$ cat src/rtl/ll_multi_queue.sv
// rtl/ll_multi_queue.sv - multiple linked-list queues sharing one node pool
module ll_multi_queue #(
    parameter int DATA_WD   = 16,
    parameter int DEPTH     = 16,
    parameter int NUM_LISTS = 4,
    localparam int PTR_WD   = $clog2(DEPTH),
    localparam int LID_WD   = (NUM_LISTS > 1) ? $clog2(NUM_LISTS) : 1,
    localparam int CNT_WD   = PTR_WD + 1
) (
    input  logic                 clk,
    input  logic                 reset_n,
    input  logic                 req_vld,
    input  logic [1:0]           req_type,
    input  logic [LID_WD-1:0]    req_list,
    input  logic [DATA_WD-1:0]   req_data,
    output logic                 intf_ready,
    output logic                 resp_vld,
    output logic [1:0]           resp_type,
    output logic [DATA_WD-1:0]   resp_data,
    output logic                 resp_data_vld,
    input  logic                 resp_taken,
    output logic [NUM_LISTS-1:0] list_empty,
    output logic [CNT_WD-1:0]    free_cnt
);

    typedef enum logic [1:0] {S_INIT, S_IDLE, S_EXEC, S_RESP} state_t;

    localparam logic [1:0] OP_PUSH  = 2'd0;
    localparam logic [1:0] OP_POP   = 2'd1;
    localparam logic [1:0] OP_PEEK  = 2'd2;
    localparam logic [1:0] OP_FLUSH = 2'd3;

    localparam logic [1:0] RC_OK    = 2'd0;
    localparam logic [1:0] RC_EMPTY = 2'd1;
    localparam logic [1:0] RC_FULL  = 2'd2;
    localparam logic [1:0] RC_BAD   = 2'd3;

    state_t state, state_nxt;

    logic [DATA_WD-1:0] data_mem [DEPTH];
    logic [PTR_WD-1:0]  nxt_mem  [DEPTH];

    logic [PTR_WD-1:0]  hd  [NUM_LISTS];
    logic [PTR_WD-1:0]  tl  [NUM_LISTS];
    logic [CNT_WD-1:0]  cnt [NUM_LISTS];
    logic [PTR_WD-1:0]  free_hd;
    logic [PTR_WD-1:0]  init_cnt;

    logic [1:0]         lat_type;
    logic [LID_WD-1:0]  lat_list;
    logic [DATA_WD-1:0] lat_data;

    logic               init_done;
    logic               is_exec;
    logic               list_bad;
    logic [LID_WD-1:0]  lid;
    logic [PTR_WD-1:0]  cur_hd;
    logic [PTR_WD-1:0]  cur_tl;
    logic [CNT_WD-1:0]  cur_cnt;
    logic               cur_empty;
    logic               pool_empty;
    logic               do_push;
    logic               do_pop;
    logic               do_flush;
    logic               nxt_we;
    logic [PTR_WD-1:0]  nxt_waddr;
    logic [1:0]         rc;
    logic               rd_vld;

    assign intf_ready = (state == S_IDLE);
    assign resp_vld   = (state == S_RESP);
    assign init_done  = (init_cnt == PTR_WD'(DEPTH - 1));

    // State register
    always_ff @(posedge clk or negedge reset_n) begin
        if (!reset_n) begin
            state <= S_INIT;
        end else begin
            state <= state_nxt;
        end
    end

    // Next-state logic: pool build, accept, single execute cycle, response hold
    always_comb begin
        state_nxt = state;
        case (state)
            S_INIT:  if (init_done) state_nxt = S_IDLE;
            S_IDLE:  if (req_vld) state_nxt = S_EXEC;
            S_EXEC:  state_nxt = S_RESP;
            S_RESP:  if (resp_taken) state_nxt = S_IDLE;
            default: state_nxt = S_INIT;
        endcase
    end

    // Decode of the latched request against current list and pool state
    always_comb begin
        is_exec    = (state == S_EXEC);
        list_bad   = ({{(32-LID_WD){1'b0}}, lat_list} >= 32'(NUM_LISTS));
        lid        = list_bad ? '0 : lat_list;
        cur_hd     = hd[lid];
        cur_tl     = tl[lid];
        cur_cnt    = cnt[lid];
        cur_empty  = (cur_cnt == '0);
        pool_empty = (free_cnt == '0);
        do_push    = is_exec && !list_bad && (lat_type == OP_PUSH) && !pool_empty;
        do_pop     = is_exec && !list_bad && (lat_type == OP_POP) && !cur_empty;
        do_flush   = is_exec && !list_bad && (lat_type == OP_FLUSH) && !cur_empty;
        // Every link rewrite in this design stores the current free-list head
        nxt_we     = do_pop || do_flush || (do_push && !cur_empty);
        nxt_waddr  = do_pop ? cur_hd : cur_tl;
        rd_vld     = !list_bad && ((lat_type == OP_POP) || (lat_type == OP_PEEK)) && !cur_empty;
        rc         = RC_OK;
        if (list_bad) begin
            rc = RC_BAD;
        end else if ((lat_type == OP_PUSH) && pool_empty) begin
            rc = RC_FULL;
        end else if (((lat_type == OP_POP) || (lat_type == OP_PEEK)) && cur_empty) begin
            rc = RC_EMPTY;
        end
    end

    // Node storage: link chain built during INIT, then updated by operations
    always_ff @(posedge clk) begin
        if (state == S_INIT) begin
            nxt_mem[init_cnt] <= init_cnt + 1'b1;
        end else if (nxt_we) begin
            nxt_mem[nxt_waddr] <= free_hd;
        end
        if (do_push) begin
            data_mem[free_hd] <= lat_data;
        end
    end

    // List pointers, free-list stack, request latch and response registers
    always_ff @(posedge clk or negedge reset_n) begin
        if (!reset_n) begin
            init_cnt      <= '0;
            free_hd       <= '0;
            free_cnt      <= '0;
            lat_type      <= '0;
            lat_list      <= '0;
            lat_data      <= '0;
            resp_type     <= '0;
            resp_data     <= '0;
            resp_data_vld <= 1'b0;
            for (int i = 0; i < NUM_LISTS; i++) begin
                hd[i]  <= '0;
                tl[i]  <= '0;
                cnt[i] <= '0;
            end
        end else begin
            if (state == S_INIT) begin
                init_cnt <= init_cnt + 1'b1;
                if (init_done) begin
                    free_hd  <= '0;
                    free_cnt <= CNT_WD'(DEPTH);
                end
            end
            if ((state == S_IDLE) && req_vld) begin
                lat_type <= req_type;
                lat_list <= req_list;
                lat_data <= req_data;
            end
            if (is_exec) begin
                resp_type     <= rc;
                resp_data_vld <= rd_vld;
                resp_data     <= rd_vld ? data_mem[cur_hd] : '0;
            end
            if (do_push) begin
                free_hd  <= nxt_mem[free_hd];
                free_cnt <= free_cnt - 1'b1;
                if (cur_empty) begin
                    hd[lid] <= free_hd;
                end
                tl[lid]  <= free_hd;
                cnt[lid] <= cur_cnt + 1'b1;
            end
            if (do_pop) begin
                hd[lid]  <= nxt_mem[cur_hd];
                free_hd  <= cur_hd;
                free_cnt <= free_cnt + 1'b1;
                cnt[lid] <= cur_cnt - 1'b1;
            end
            if (do_flush) begin
                free_hd  <= cur_hd;
                free_cnt <= free_cnt + cur_cnt;
                cnt[lid] <= '0;
            end
        end
    end

    // Per-list empty flags
    always_comb begin
        list_empty = '0;
        for (int i = 0; i < NUM_LISTS; i++) begin
            list_empty[i] = (cnt[i] == '0);
        end
    end

endmodule

$ cat config.mk
export PLATFORM = sky130hd
export DESIGN_NAME = ll_multi_queue
export DESIGN_NICKNAME = d
export VERILOG_FILES = /design/src/rtl/ll_multi_queue.sv
export SDC_FILE = /design/constraint.sdc
export NUM_CORES = 1
export LEC_CHECK = 0
export ABC_AREA = 1
export CAP_MARGIN = 10
export CORE_MARGIN = 3
export CORE_UTILIZATION = 25
export DETAILED_ROUTE_END_ITERATION = 7
export GPL_ROUTABILITY_DRIVEN = 0
export GPL_TIMING_DRIVEN = 0
export PLACE_DENSITY = 0.43
export REMOVE_ABC_BUFFERS = 1
export SLEW_MARGIN = 20
export SYNTH_ARGS = -nofsm -noshare
export SYNTH_HDL_FRONTEND = slang
export SYNTH_SLANG_ARGS = --single-unit
$ cat constraint.sdc
create_clock -name clk -period 4.3 [get_ports clk]
set_input_delay 0.43 -clock clk [delete_from_list [all_inputs] [get_ports clk]]
set_output_delay 0.43 -clock clk [all_outputs]
set_load 0.02 [all_outputs]
**After elaboration in Yosys (flattened, before gate mapping)**

Memories as Yosys holds them, arrays and structs flattened.
Index checks and enable logic that the tools add are counted.

- Memories kept: 2
- Logic and storage cells: 127
- Memory bits (writable): 320
- Output and inout bits: 30
- Flip-flop bits (word level): 106

- Order comparisons: 2
- Reduce and logical (&&, ||, !) cells: 30
- Mux-type cells: 52
- Add/sub/neg operators: 6
- Equal/unequal tests: 10
- Bitwise operators: 3

Memories:

| name | words | width | rd ports | clocked after Yosys merged registers in | wr ports | RTL line | text |
|---|---|---|---|---|---|---|---|
| data_mem | 16 | 16 | 1 | 0 | 1 | 40 | `logic [DATA_WD-1:0] data_mem [DEPTH];` |
| nxt_mem | 16 | 4 | 2 | 0 | 1 | 41 | `logic [PTR_WD-1:0] nxt_mem [DEPTH];` |

Operators by type and width:

| kind | number |
|---|---|
| 16-bit 2-to-1 mux | 4 |
| 20-bit 2-to-1 mux | 3 |
| 4-bit 2-to-1 mux | 13 |
| 16-bit bitwise mux | 3 |
| 20-bit bitwise mux | 2 |
| 5-bit 2-to-1 mux | 8 |
| 5-bit zero test | 6 |
| 20-bit bitwise AND | 1 |
| 20-bit NOT | 1 |
| 4-bit binary-select mux with 2-bit select | 2 |
| 1-bit logical AND | 12 |
| 5-bit by 1-bit adder with 5-bit output, second input constant | 2 |
| 5-bit binary-select mux with 2-bit select | 1 |
| 5-bit demux with 2-bit select | 1 |
| 5-bit by 1-bit subtractor with 5-bit output, second input constant | 2 |
| 1-bit 2-to-1 mux | 9 |
| 4-bit demux with 2-bit select | 1 |
| 2-bit == test, second input constant | 4 |
| 2-bit 2-to-1 mux | 4 |
| 2-bit one-hot mux with 4 select lines | 1 |
| 4-bit nonzero test | 2 |
| 5-bit adder | 1 |
| 4-bit by 1-bit adder with 4-bit output, second input constant | 1 |
| 2-bit by 1-bit == test with 1-bit output, second input constant | 2 |
| other kinds (12) | 17 |

**Depth between registers and ports, before layout**

Gate-level depths: netlist of the first run.

- Depth after elaboration: 14
- Depth in mapped cells: 19

**Least setup slack after synthesis of the first run**

Ideal clock, no wire load.

- Kind: register -> register
- Start point: register lat_list[0]
- End point: memory nxt_mem[0][3] in the netlist's numbering, data pin
- Data required time: 3.970 ns
- Stages on the path, launching flop included: 14
- Path slack: 1.367 ns
- Data arrival time: 2.602 ns
- Path through: dfrtp_1 buf_2 nor2_2 buf_2 a22oi_1 nand2_1 inv_1 ha_1 inv_1 nor2_2 nand3_4 o311ai_2 buf_4 o21ai_0

- Cells in the longest elaborated chain, start to end: 14
- Elaborated cells on any way between the ends: 16
- Classes of those cells: 7 x mux; 1 x bitwise; 8 x reduce/logical

RTL lines:

| what | RTL line | text |
|---|---|---|
| start: declaration | 50 | `logic [LID_WD-1:0] lat_list;` |
| start signal: assignment | 161 | `lat_list <= req_list;` |
| 2-bit NOT with 3-bit output (implied by the code) (*) | 102 | `cur_cnt = cnt[lid];` |
| 5-bit binary-select mux with 2-bit select (*) | 102 |  |
| 5-bit 2-to-1 mux (implied by the code) (*) (2 in series) | 102 |  |
| 5-bit zero test (*) | 103 | `cur_empty = (cur_cnt == '0);` |
| 1-bit zero test (*) | 106, 107, 109 |  |
| 1-bit logical AND, on equally long branches | 106, 107 |  |
| 1-bit logical OR | 109 | `nxt_we = do_pop \|\| do_flush \|\| (do_push && !cur_empty);` |
| 1-bit logical OR (*) | 109 |  |
| 1-bit 2-to-1 mux (*) | 126 | `end else if (nxt_we) begin` |
| 1-bit 2-to-1 mux (*) | 124 | `if (state == S_INIT) begin` |
| 1-bit 2-to-1 mux (implied by the code) (*) | 127 | `nxt_mem[nxt_waddr] <= free_hd;` |
| 4-bit OR reduction (no source line) (*) | - |  |
| 4-bit 2-to-1 mux (no source line) (*) | - |  |
| end: declaration | 41 |  |

Mark *: on every way between the ends. The rest lies on a longest branch, timed or not. The select of a mux whose other input is x is not followed.

**Final worst setup path of the first run**

- Start point: register lat_list[0]
- End point: memory nxt_mem[5][3] in the netlist's numbering, enable pin

- Cells in the longest elaborated chain, start to end: 14
- Elaborated cells on any way between the ends: 24
- Classes of those cells: 15 x mux; 1 x bitwise; 8 x reduce/logical

RTL lines:

| what | RTL line |
|---|---|
| 2-bit NOT with 3-bit output (implied by the code) (*) | 100, 101, 102 |
| 5-bit binary-select mux with 2-bit select | 102 |
| 5-bit 2-to-1 mux (implied by the code) (2 in series) | 102 |
| 5-bit zero test | 103 |
| 1-bit zero test | 106, 107, 109 |
| 1-bit logical AND, on equally long branches | 106, 107 |
| 1-bit logical OR (2 in series) | 109 |
| 1-bit 2-to-1 mux | 126 |
| 1-bit 2-to-1 mux | 124 |
| 1-bit 2-to-1 mux (implied by the code) | 127 |
| 4-bit OR reduction (no source line) | - |
| 4-bit 2-to-1 mux (no source line) / 1-bit 2-to-1 mux (equally long branches) | - |

Marked as above.

==> impl_results.md, run 1 <==
* Number of global-route vias before repair at 14,200
* Post-placement cell count at 2,953
* Final worst-path cycle share at 92.3%
* Adder-Cell Fraction of Synth Area at 1.26%
* Status: finished, final reports clean
* Count of flip-flops with a built-in enable after synthesis at 320
* Die span in y at 285 um
* CORE AREA at 76,600 um2
* Syn Std Cell Area at 19,500 um2
* Cell count after synthesis at 1,926
* Commonest non-fill, non-tap cell in the layout: nand2_1
* Most frequent cells in the layout: nand2_1, nand3_1, edfxtp_1
* Drt total wl at 59.1 mm
* Post-route ant nets at 0
* Reg2reg start: lat_list[0]
* Cell taking the most area after synthesis: edfxtp_1
* Compound-gate portion of the synthesized area at 5.10%
* Capture point of the critical path: nxt_mem[5][3]
* PwrDens at 576 nW/um2
* Clk_skew at 31.9 ps
* Final setup violation count at 0
* Main synth FF type: edfxtp_1
* Maximum vdd ir drop at 0.297 mV
* Critical R2R Capture: nxt_mem[5][3]
* Sw frac at 34.7%
* P&R area growth vs syn at 20.4%
* Crit Path Category: flop to flop
* I/O pin count at 54
* Via-to-Cell Ratio at 4.67
* Drt wl/cell at 19.4 um
* Initial DRC Count at 1,103
* Comb power frac at 26.8%
* Clock slew at reported path FFs at 60 ps
* DR DRC count at 0
* Leak at 8.96 nW
* Ys async rst share at 24.9%
* Crit-path cells: inv_1, nor2_4, a22oi_1, nand2_1, inv_1, ha_1, inv_1, nor2_2, nand3_4, o31ai_1, nor2_2, nand2_1, nand2_1, nand3_1, nor2_1
* Number of port buffers at 53
* XOR/XNOR share of the synthesized area at 0.630%
* P_int at 0.00882 W
* Slew Viols, Final at 0
* Tmin final at 3970 ps
* Site Rows at 101
* Synth Area in Simple Gates at 24.2%
* Layout cell share with drive strength beyond 1 at 9.79%
* CTS Buf Count at 47
* Unrepaired setup endpoints after global routing: no
* Cell count of the worst reg-to-reg path at 15
* Max Cap Viol at 0
* CP startpoint: lat_list[0]
* Sequential area share after synthesis at 63.0%
* Distinct cell type count after synthesis at 47
* Diodes inserted at 0
* Clock Path Buffers at 3
* Final Net Count at 2,016
* Initial antenna violation count at 0
* Worst hold-check path type: input pin to async pin
* DRT Pass-1 Iters at 5
* Crit-path slowest cell: dfrtp_1
* Die width at 285 um
* Final hold vios at 0
* Largest net degree at the start of global routing at 72
* Reg-to-reg slack, setup at 330 ps
* Sequential group share of total power at 42.6%
* Via count at 14,200
* Total gr overflow at 0
* Die area at 81,300 um2
* First-pass GRT wire length at 90.0 mm
* YS warnings at 0
* Final std cells w/o fill at 3,042
* Max stage delay on crit path at 680 ps
* Post-DP HPWL at 37.6 mm
* Clock share of power at 30.5%
* Synth top area cells: edfxtp_1, dfrtp_1, nand3_1
* Largest family of logic cells by synthesized area: simple AND/OR/NAND/NOR gates
* Postcts setup bufs at 0
* Startpoint Class: flop
* Worst Tran Pin Value at 1010 ps
* Top cell type's share of synthesized area at 49.4%
* Fmax at 252 MHz
* Global Route Usage Sum at 14.4%
* Clock Sinks at 426
* H-Tree Level Count at 2
* Total negative setup slack at 0 ps
* Root Buffer: clkbuf_16
* Initial Util at 25.4%
* CP Data Required Time at 4510 ps
* Avg Inst Size Synth at 10.1 um2
* CTS tree: yes
* Crit end category: flop
* Psw at 0.00468 W
* Slew headroom at 32.8%
* Crit Path Max Fanout at 15
* Worst skew pair latency at 590 ps
* Hold slack final at 299 ps
* Critical path arrival at 4180 ps
* Flops & latches, synth at 426
* Post-synthesis mux area share at 0.925%
[metrics by stage]
step	worst slack [ps]	cell area, um2	total power (W)	utilization, %
6_report	329	23400	0.0135	30.6
3_5_place_dp	130	21800	0.00949	28.5
2_1_floorplan	-3560	19000	0.00777	-
5_1_grt	3.98	23400	0.0143	30.6
4_1_cts	94.7	23400	0.0137	30.6
3_3_place_gp	-12240	20800	0.00933	27.2
[Yosys cell counts (5+ instances only)]
library cell	count
nand2_1	510
nand3_1	415
edfxtp_1	320
inv_1	119
dfrtp_1	106
nor2_1	89
o21ai_0	49
clkbuf_1	48
buf_2	41
o211ai_1	24
a22oi_1	23
a21oi_1	22
ha_1	18
mux2_2	16
nand3b_1	16
o221ai_1	13
inv_2	11
nor2_2	11
xor2_1	11
buf_4	9
o21ai_1	7
nor3_1	5
[layout make-up]
type / count / area, um2
flip-flops and latches: 426 / 12300
clock inverters: 17 / 253
fillers: 7852 / 53100
well taps: 1030 / 1290
inverters: 132 / 502
clock buffers: 71 / 1320
repair buffers: 98 / 1370
multi-input cells: 1268 / 6450
[power groups by stage]
stage               Combinational (W)  Clock (W)  Sequential, W
floorplan                     0.00209          0        0.00568
global route                  0.00402    0.00440        0.00584
finish                        0.00362    0.00412        0.00575
CTS                           0.00367    0.00423        0.00576
global placement              0.00350          0        0.00583
detailed placement            0.00365          0        0.00584
[sequential cells by signal, indices dropped and copies added, names as in the netlist, 4 cells and up]
name	count
data_mem	256
free_cnt	5
nxt_mem	64
tl	16
init_cnt	4
free_hd	4
cnt	20
lat_data	16
hd	16
resp_data	16
[layer usage]
metal	wire [um]	global-route usage (%)	up-vias
li1	-	-	6769
met1	27000	19.9	6947
met2	27000	22.7	381
met3	3220	2.73	100
met4	1930	4.93	0
met5	0	0	-
[cell families (layout without fill, tap and decap cells)]
logic type,after synthesis,in the layout
AO/OA/AOI/OAI,154,154
XOR/XNOR,14,14
adder cells (fa/ha/maj),19,19
buffers and inverters,232,318
AND/OR/NAND/NOR,1065,1065
multiplexers,16,16
flip-flops,426,426
[worst min-delay path by stage]
stage	to	cells past startpoint	slack (ps)	start
2_1_floorplan	cnt[0]	0	130	reset_n
3_3_place_gp	resp_data[11]	2	460	resp_data[11]
3_5_place_dp	cnt[13]	1	330	reset_n
4_1_cts	cnt[13]	2	270	reset_n
5_1_grt	cnt[13]	2	300	reset_n
6_report	cnt[3]	2	300	reset_n
[worst max-delay path, delay by kind of cell, from the launching register on]
| family | cells | cell delay, ps |
|---|---|---|
| compound gates | 2 | 290 |
| buf+inv | 3 | 440 |
| flops | 1 | 680 |
| fa+ha+maj | 1 | 220 |
| simple gates | 9 | 1930 |
[repair_timing]
item                       4_1_cts  5_1_grt
resized for setup                0        4
hold endpoints to repair        35        0
hold buffers                     1        0
setup endpoints to repair        0       77
Power figures use the tool's default switching activity.
==> run 2, diff against run 1 <==
--- a/config.mk
+++ b/config.mk
@@ -12,7 +12,7 @@
 export DETAILED_ROUTE_END_ITERATION = 7
 export GPL_ROUTABILITY_DRIVEN = 0
 export GPL_TIMING_DRIVEN = 0
-export PLACE_DENSITY = 0.43
+export PLACE_DENSITY_LB_ADDON = 0.1
 export REMOVE_ABC_BUFFERS = 1
 export SLEW_MARGIN = 20
 export SYNTH_ARGS = -nofsm -noshare
==> run 2 against run 1 <==
Sequential power barely moved; largest power group unchanged; combinational power rose by 2%; sequential share of layout area fell by 0.50 points; flip-flop and latch count did not move; total power rose by 2.6%; global-route usage rose by 1.4 points; worst hold slack improved by 28 ps; core utilization rose by 0.29 points; setup slack got worse by 92 ps; fmax fell by 2.3%.
==> impl_results.md, run 2 (synthesis gave the netlist of run 1 again) <==
* Psw at 0.00486 W (+3.9%)
* Startpoint Class: flop
* P_int at 0.00898 W (+1.8%)
* Site Rows at 101 (unchanged)
* Final hold vios at 0 (unchanged)
* CTS tree: yes
* Root Buffer: clkbuf_16
* Number of port buffers at 53 (unchanged)
* Fillers at 7,917 (+0.83%)
* Via-to-Cell Ratio at 4.64 (-0.60%)
* Met2 Track Usage GR at 25.9% (+3.3 points)
* Commonest non-fill, non-tap cell in the layout: nand2_1
* Grt met3 use at 1.91% (-0.82 points)
* Design Area, Final at 23,700 um2 (+0.96%)
* Largest register FFs at 256 (unchanged)
* Largest net degree at the start of global routing at 59 (-18%)
* Drt total wl at 64.4 mm (+8.9%)
* Critical R2R Capture: nxt_mem[5][3]
* Place WS at -7.47 ps (-137 ps)
* Number of global-route vias before repair at 14,500 (+2.4%)
* Final setup violation count at 0 (unchanged)
* Slew Viols, Final at 0 (unchanged)
* Clock Sinks at 426 (unchanged)
* Die area at 81,300 um2 (unchanged)
* Post-route ant nets at 0 (unchanged)
* CTS Buf Count at 51 (+8.5%)
* Final core occ at 30.9% (+0.29 points)
* Reg2reg start: lat_list[0]
* Worst Tran Pin Value at 1040 ps (+28.9 ps)
* Die width at 285 um (unchanged)
* Largest regs: data_mem: 256 flops, nxt_mem: 64 flops, cnt: 20 flops
* Clock share of power at 31.7% (+1.2 points)
* DR DRC count at 0 (unchanged)
* Total gr overflow at 0 (unchanged)
* Comb power frac at 26.6% (-0.2 points)
* Gr busiest metal: met2
* Initial Util at 25.4% (unchanged)
* Crit end category: flop
* Clock slew at reported path FFs at 60 ps (about the same)
* Layout cell share with drive strength beyond 1 at 10.2% (+0.39 points)
* Clock Path Buffers at 3 (unchanged)
* Tmin final at 4060 ps (+91.9 ps)
* Clk_skew at 45.8 ps (+13.9 ps)
* CORE AREA at 76,600 um2 (unchanged)
* Capture point of the critical path: nxt_mem[5][3]
* Crit Path Max Fanout at 15 (unchanged)
* P&R area growth vs syn at 21.5%
* PwrDens at 585 nW/um2 (+1.6%)
* Post-DP HPWL at 40.6 mm (+7.8%)
* Final worst setup slack at 237 ps (-91.9 ps)
* Sw frac at 35.1% (+0.45 points)
* Maximum vdd ir drop at 0.333 mV (+12%)
* Unrepaired setup endpoints after global routing: yes
* DRT Pass-1 Iters at 5 (unchanged)
* Fmax at 246 MHz (-2.3%)
* Cell count of the worst reg-to-reg path at 15 (unchanged)
* Status: finished, final reports clean
* Crit Path Category: flop to flop
* Drt wl/cell at 21.1 um (+8.4%)
* Initial DRC Count at 896 (-19%)
* Critical path arrival at 4270 ps (+90 ps)
* CP startpoint: lat_list[0]
* Via count at 14,200 (-0.18%)
* H-Tree Level Count at 2 (unchanged)
* Post-placement cell count at 2,959 (+0.20%)
* Pwr Total at 0.0138 W (+2.6%)
* Worst hold-check path type: input pin to async pin
* M1 GR Usage at 21.9% (+2.0 points)
* First-pass GRT wire length at 97.0 mm (+7.7%)
* Worst skew pair latency at 610 ps (+20 ps)
* Global Route Usage Sum at 15.8% (+1.4 points)
* Largest reg by FF count: data_mem
* Reg-to-reg slack, setup at 240 ps (-90 ps)
* Final Net Count at 2,026 (+0.50%)
* Placed cell area at 22,000 um2 (+0.52%)
* Final worst-path cycle share at 94.5% (+2.1 points)
* Slew headroom at 30.8% (-1.9 points)
* Max Cap Viol at 0 (unchanged)
* I/O pin count at 54 (unchanged)
* Sequential group share of total power at 41.7% (-0.9 points)
* Final std cells w/o fill at 3,055 (+0.43%)
* Leak at 9.06 nW (+1.1%)
* Most frequent cells in the layout: nand2_1, nand3_1, edfxtp_1
* Initial antenna violation count at 0 (unchanged)
* Die span in y at 285 um (unchanged)
* CP Data Required Time at 4510 ps (about the same)
-- run 2: how the worst min path moves through the flow --
stage                               to  cells past startpoint  slack, ps          from
after floorplan                 cnt[0]                      0        130       reset_n
after global placement    resp_data[1]                      2        460  resp_data[1]
after detailed placement       cnt[13]                      1        380       reset_n
after CTS                      cnt[13]                      2        300       reset_n
after global routing           cnt[13]                      2        340       reset_n
final                          cnt[19]                      2        330       reset_n
-- run 2: critical path, cell delays in order (launching register included) --
cell     delay (ps)
dfrtp_1         660
inv_1           230
nor2_4          360
a22oi_1         120
nand2_1         190
inv_1           110
ha_1            220
inv_1            60
nor2_2           60
nand3_4         220
o31ai_1         160
nor2_2          280
nand2_1         110
nand2_1         130
nand3_1         160
nor2_1          560
-- run 2: through the flow --
| stage | hold slack, ps | setup TNS, ps |
|---|---|---|
| floorplan | 134 | -305470 |
| global placement | 463 | -1551740 |
| detailed placement | 384 | -29.2 |
| CTS | 303 | 0 |
| global route | 335 | -518 |
| finish | 327 | 0 |
-- run 2: what timing repair did --
item                       in CTS  in global routing
hold buffers                    1                  0
hold endpoints to repair       48                  0
setup endpoints to repair      15                 49
buffers inserted                0                  0
resized for setup               1                  3
-- run 2: cell type report --
type / instances / area [um2] / area share [%]
Timing Repair Buffer: 104 / 1470 / 6.23
Multi-Input combinational cell: 1268 / 6450 / 27.3
Antenna cell: 1 / 2.50 / 0.0106
Inverter: 132 / 504 / 2.13
Sequential cell: 426 / 12300 / 51.8
Tap cell: 1030 / 1290 / 5.45
Clock inverter: 28 / 322 / 1.36
Clock buffer: 66 / 1350 / 5.72
-- run 2: layer usage --
layer  wire length, um  vias to the layer above
li1                  -                     6820
met1             30100                     6984
met2             30400                      273
met3              2190                       95
met4              1690                        0
met5                 0                        -
-- run 2: power groups by stage --
stage / registers (W) / logic, W / clock network (W)
floorplan: 0.00568 / 0.00209 / 0
global placement: 0.00585 / 0.00361 / 0
detailed placement: 0.00586 / 0.00374 / 0
CTS: 0.00578 / 0.00376 / 0.00454
global route: 0.00586 / 0.00411 / 0.00469
finish: 0.00577 / 0.00368 / 0.00439
==> RTL edit 1, RTL diff (flow settings as in run 2) <==
Reset style: synchronous (`reset_n`), changed in 2 clocked blocks.
--- a/src/rtl/ll_multi_queue.sv
+++ b/src/rtl/ll_multi_queue.sv
@@ -72,7 +72,7 @@
     assign init_done  = (init_cnt == PTR_WD'(DEPTH - 1));
 
     // State register
-    always_ff @(posedge clk or negedge reset_n) begin
+    always_ff @(posedge clk) begin
         if (!reset_n) begin
             state <= S_INIT;
         end else begin
@@ -132,7 +132,7 @@
     end
 
     // List pointers, free-list stack, request latch and response registers
-    always_ff @(posedge clk or negedge reset_n) begin
+    always_ff @(posedge clk) begin
         if (!reset_n) begin
             init_cnt      <= '0;
             free_hd       <= '0;
Behaviour: no difference found for any inputs over 10 cycles, from zero or initial values and one cycle with reset_n low; that may be too few to reach the edited logic, so the function may still have changed.
==> RTL edit 1 against run 2 <==
Worst hold slack improved by 0.057 ns. Maximum frequency rose by 0.86%. Routed wire length fell by 10%. Setup slack improved by 0.035 ns. Sequential cell count rose by 6. Final area fell by 4.2%. Sequential share of layout area rose by 2.8 points. Clock power fell by 6.4%. Core utilization fell by 0.49 points. Power fell by 8.8%. Area after synthesis fell by 3.2%. Critical path type unchanged. Critical endpoint is now nxt_mem[11][1]. Largest cell class unchanged.
==> RTL edit 1: results (changes against run 2) <==
- The number of placed instances with taps included is 2766 (-6.5%).
- The post-synthesis adder-cell area fraction is 0.01235 (-0.0002458).
- The largest stage delay on the critical path is 0.69 ns (+0.03 ns).
- The leakage power of the design came to 8.040 nW (-11%).
- The compound-gate portion of the synthesized area came to 0.06892 (+0.01796).
- The number of nets in the finished design came to 1892 (-6.6%).
- The sum of met3 wire segment lengths after detailed routing is 2082 um (-4.8%).
- The number of violations reported at the end of detailed-routing iteration 0 came to 912 (+1.8%).
- The number of synthesized flops with an enable pin was 372 (+16%).
- The XOR/XNOR share of the synthesized area is 0.005577 (-0.0007204).
- The total met2 wirelength after detailed routing came to 27040 um (-11%).
- The power dissipated in sequential cells is 0.00530 W (-8.1%).
- The class of the most critical hold timing path is in -> reg.
- Grouping stages by cell kind, the critical path spends the most delay in buffers and inverters.
- The clock power share came to 0.326 (+0.009).
- The post-synthesis mux area share is 0 (-0.009253).
- The wire length the detailed router placed on met1 is 27290 um (-9.3%).
- The post-synthesis sequential area ratio came to 0.6565 (+0.02675).
- The biggest fanout along the worst timing path came to 41 (+26).
- The first-pass detailed-route iteration total is 8 (+3).
- The flow ran to the end, and the final reports show no timing, DRC or antenna violations.
- The worst reg-to-reg setup slack was 0.27 ns (+0.03 ns).
- The met2 track utilization from global routing was 0.2408 (-0.01869).
- Ranked by instance count, the synthesized netlist is headed by nand2_1 (448), edfxtp_1 (372), nand3_1 (310), nor2_1 (122).
- The overall power of the completed layout is 0.01263 W (-8.8%).
- The layout cell share with drive strength beyond 1 is 0.09307 (-0.008706).
- The gate count after technology mapping is 1809 (-6.1%).
- The total of fill cells in the finished design came to 7646 (-3.4%).
## RTL edit 1: changes by cell type after synthesis, sizes merged, moves of 16 or more
cell    before  now
dfrtp      106    0
nand3      416  312
dfxtp        0   60
a21oi       23   79
nand2      516  463
edfxtp     320  372
o21ai       56   92
inv        130  102
nor2       103  129
a22oi       24    1
mux2        16    0
nand3b      16    0
## RTL edit 1: final cells by class
cell class              count  area share
diodes                      1   0.0001104
clock inverters            29    0.008773
multi-input cells        1178      0.2564
inverters                 104     0.01837
repair buffers             83     0.05623
flip-flops and latches    432      0.5458
well taps                 969     0.05347
clock buffers              65     0.06086
## RTL edit 1: tightest hold or removal path: cells and delay by family
| kind | cells | cell delay, ns |
|---|---|---|
| buffers and inverters | 1 | 0.31 |
| and+or+nand+nor | 2 | 0.19 |
==> RTL edit 2, RTL diff (flow settings as in run 2) <==
Without the edit above. Set the parameter `DEPTH` to 32 (it was 16).
--- a/src/rtl/ll_multi_queue.sv
+++ b/src/rtl/ll_multi_queue.sv
@@ -1,7 +1,7 @@
 // rtl/ll_multi_queue.sv - multiple linked-list queues sharing one node pool
 module ll_multi_queue #(
     parameter int DATA_WD   = 16,
-    parameter int DEPTH     = 16,
+    parameter int DEPTH     = 32,
     parameter int NUM_LISTS = 4,
     localparam int PTR_WD   = $clog2(DEPTH),
     localparam int LID_WD   = (NUM_LISTS > 1) ? $clog2(NUM_LISTS) : 1,
Ports: changed (resized free_cnt); port bits go from 54 to 55. No check against the original RTL was run, so the function may have changed too.
==> RTL edit 2 against run 2 <==
Final area grew 81%. Sequential cell count grew 367. Maximum frequency grew 0.48%. Routed wire length grew 94%. First-iteration DRC count grew 91%. Area after synthesis grew 84%. Setup slack gained 0.019 ns. Power grew 47%. Critical endpoint is now nxt_mem[12][1]. Largest cell class unchanged. Largest power group unchanged.
==> RTL edit 2: results (changes against run 2) <==
- The maximum resistive drop on vdd is 293.3 uV (-12%).
- The clock buffer count from CTS was 92 (+80%).
- The number of antenna violations at the first check in global routing is 2 (+2).
- The compound-gate portion of the synthesized area is 0.04717 (-0.003786).
- The count of cells along the worst register-to-register path is 16 (+1).
- The layout-stage area growth over the synthesis result is 19.26%.
- The final worst clock skew was 0.02520 ns (-0.02061 ns).
- The count of inverters not on the clock network in the layout came to 226 (+71%).
- The register fraction of the total cell area is 0.5436 (+0.02539).
- The proportion of total power due to net switching is 0.2816 (-0.06975).
- The smallest hold slack was 0.2462 ns (-0.08056 ns).
- The wire length of the first global-routing pass was 180600 um (+86%).
- In the post-synthesis netlist, the biggest area contributors are edfxtp_1 (56%), nand3_1 (11%), nand2_1 (9.1%).
- The layout cell share with drive strength beyond 1 is 0.1030 (+0.001229).
- The gate count after technology mapping was 3439 (+79%).
- The total of fill cells in the finished design is 14.74k (+86%).
- The multi-input combinational cell count was 2219 (+75%).
- The arrival time at the worst endpoint is 4.41 ns (+0.14 ns).
- The clock insertion delay at the later pin of the skew report came to 0.69 ns (+0.08 ns).
- The clock buffer count is 133 (+100%).
- The fraction of area in multi-input gates came to 0.2698 (-0.002994).
- The flow ran to the end, and the final reports show no timing, DRC or antenna violations.
- The number of antenna cells inserted is 3 (+2).
- The final-layout clock-cell area share is 0.06658 (-0.004230).
- The placed cell area is 39340 sq um (+79%).
- The leakage power of the design came to 15.49 nW (+71%).
- The vias per cell is 4.660 (+0.45%).
- The deepest level of the CTS H-tree is 3 (+1).
- The highest clock frequency the design can meet is 247.3 MHz (+0.48%).
- The number of violations reported at the end of detailed-routing iteration 0 is 1715 (+91%).
- The capturing element of the worst setup path is nxt_mem[12][1].
- The pin count of the biggest net entering global routing is 88 (+49%).
- The portion of the layout cell area used by non-clock buffers was 0.04351 (-0.01879).
- The number of different library cells in the post-synthesis netlist is 44 (-6.4%).
- The biggest fanout along the worst timing path is 16 (+1).
- The number of synthesized flops with an enable pin is 672 (+110%).
- The post-synthesis sequential area ratio is 0.6476 (+0.01789).
- The largest individual stage delay along the critical path comes from the cell dfrtp_4.
- The worst reg-to-reg setup slack was 0.26 ns (+0.02 ns).
- The post-synthesis adder-cell area fraction is 0.007193 (-0.005402).
- The count of instances resized after the clock tree is built is 68 (+67).
- The number of rows created at floorplan is 138 (+37%).
- The transition at the pin with the smallest max-transition slack came to 1.179 ns (+0.1437 ns).
- The XOR/XNOR share of the synthesized area is 0.004644 (-0.001654).
- The buffer count excluding the clock tree in the final layout came to 115 (+11%).
- The number of clock sinks is 793 (+86%).
- The number of buffers added for setup after CTS was 6 (+6).
[RTL edit 2: kinds of logic after synthesis]
logic type,Yosys count
AOI/OAI and AO/OA,258
DFF,793
and+or+nand+nor,1904
xor gates and xnor gates,19
adders and majority gates,20
buffers and inverters,429
muxes,16
[RTL edit 2: metrics by stage]
step           utilization  TNS [ns]
2_1_floorplan            -  -1206.34
3_3_place_gp        0.2663  -5877.05
3_5_place_dp        0.2772   -242.33
4_1_cts             0.3000         0
5_1_grt             0.3010         0
6_report            0.3011         0
[RTL edit 2: routing by layer]
metal  vias up  global-route usage  share of wire
met5         -                   0              0
met4         0             0.05149          0.031
met3       195             0.02367          0.037
met2       524              0.2725           0.47
met1     12440              0.2303           0.46
li1      12090                   -              -
[RTL edit 2: power groups by stage]
stage	clock [W]	sequential [W]	combinational (W)
floorplan	0	0.0102	0.000866
global placement	0	0.0110	0.00157
detailed placement	0	0.0105	0.00234
CTS	0.00787	0.0103	0.00243
global route	0.00816	0.0104	0.00266
finish	0.00762	0.0103	0.00245
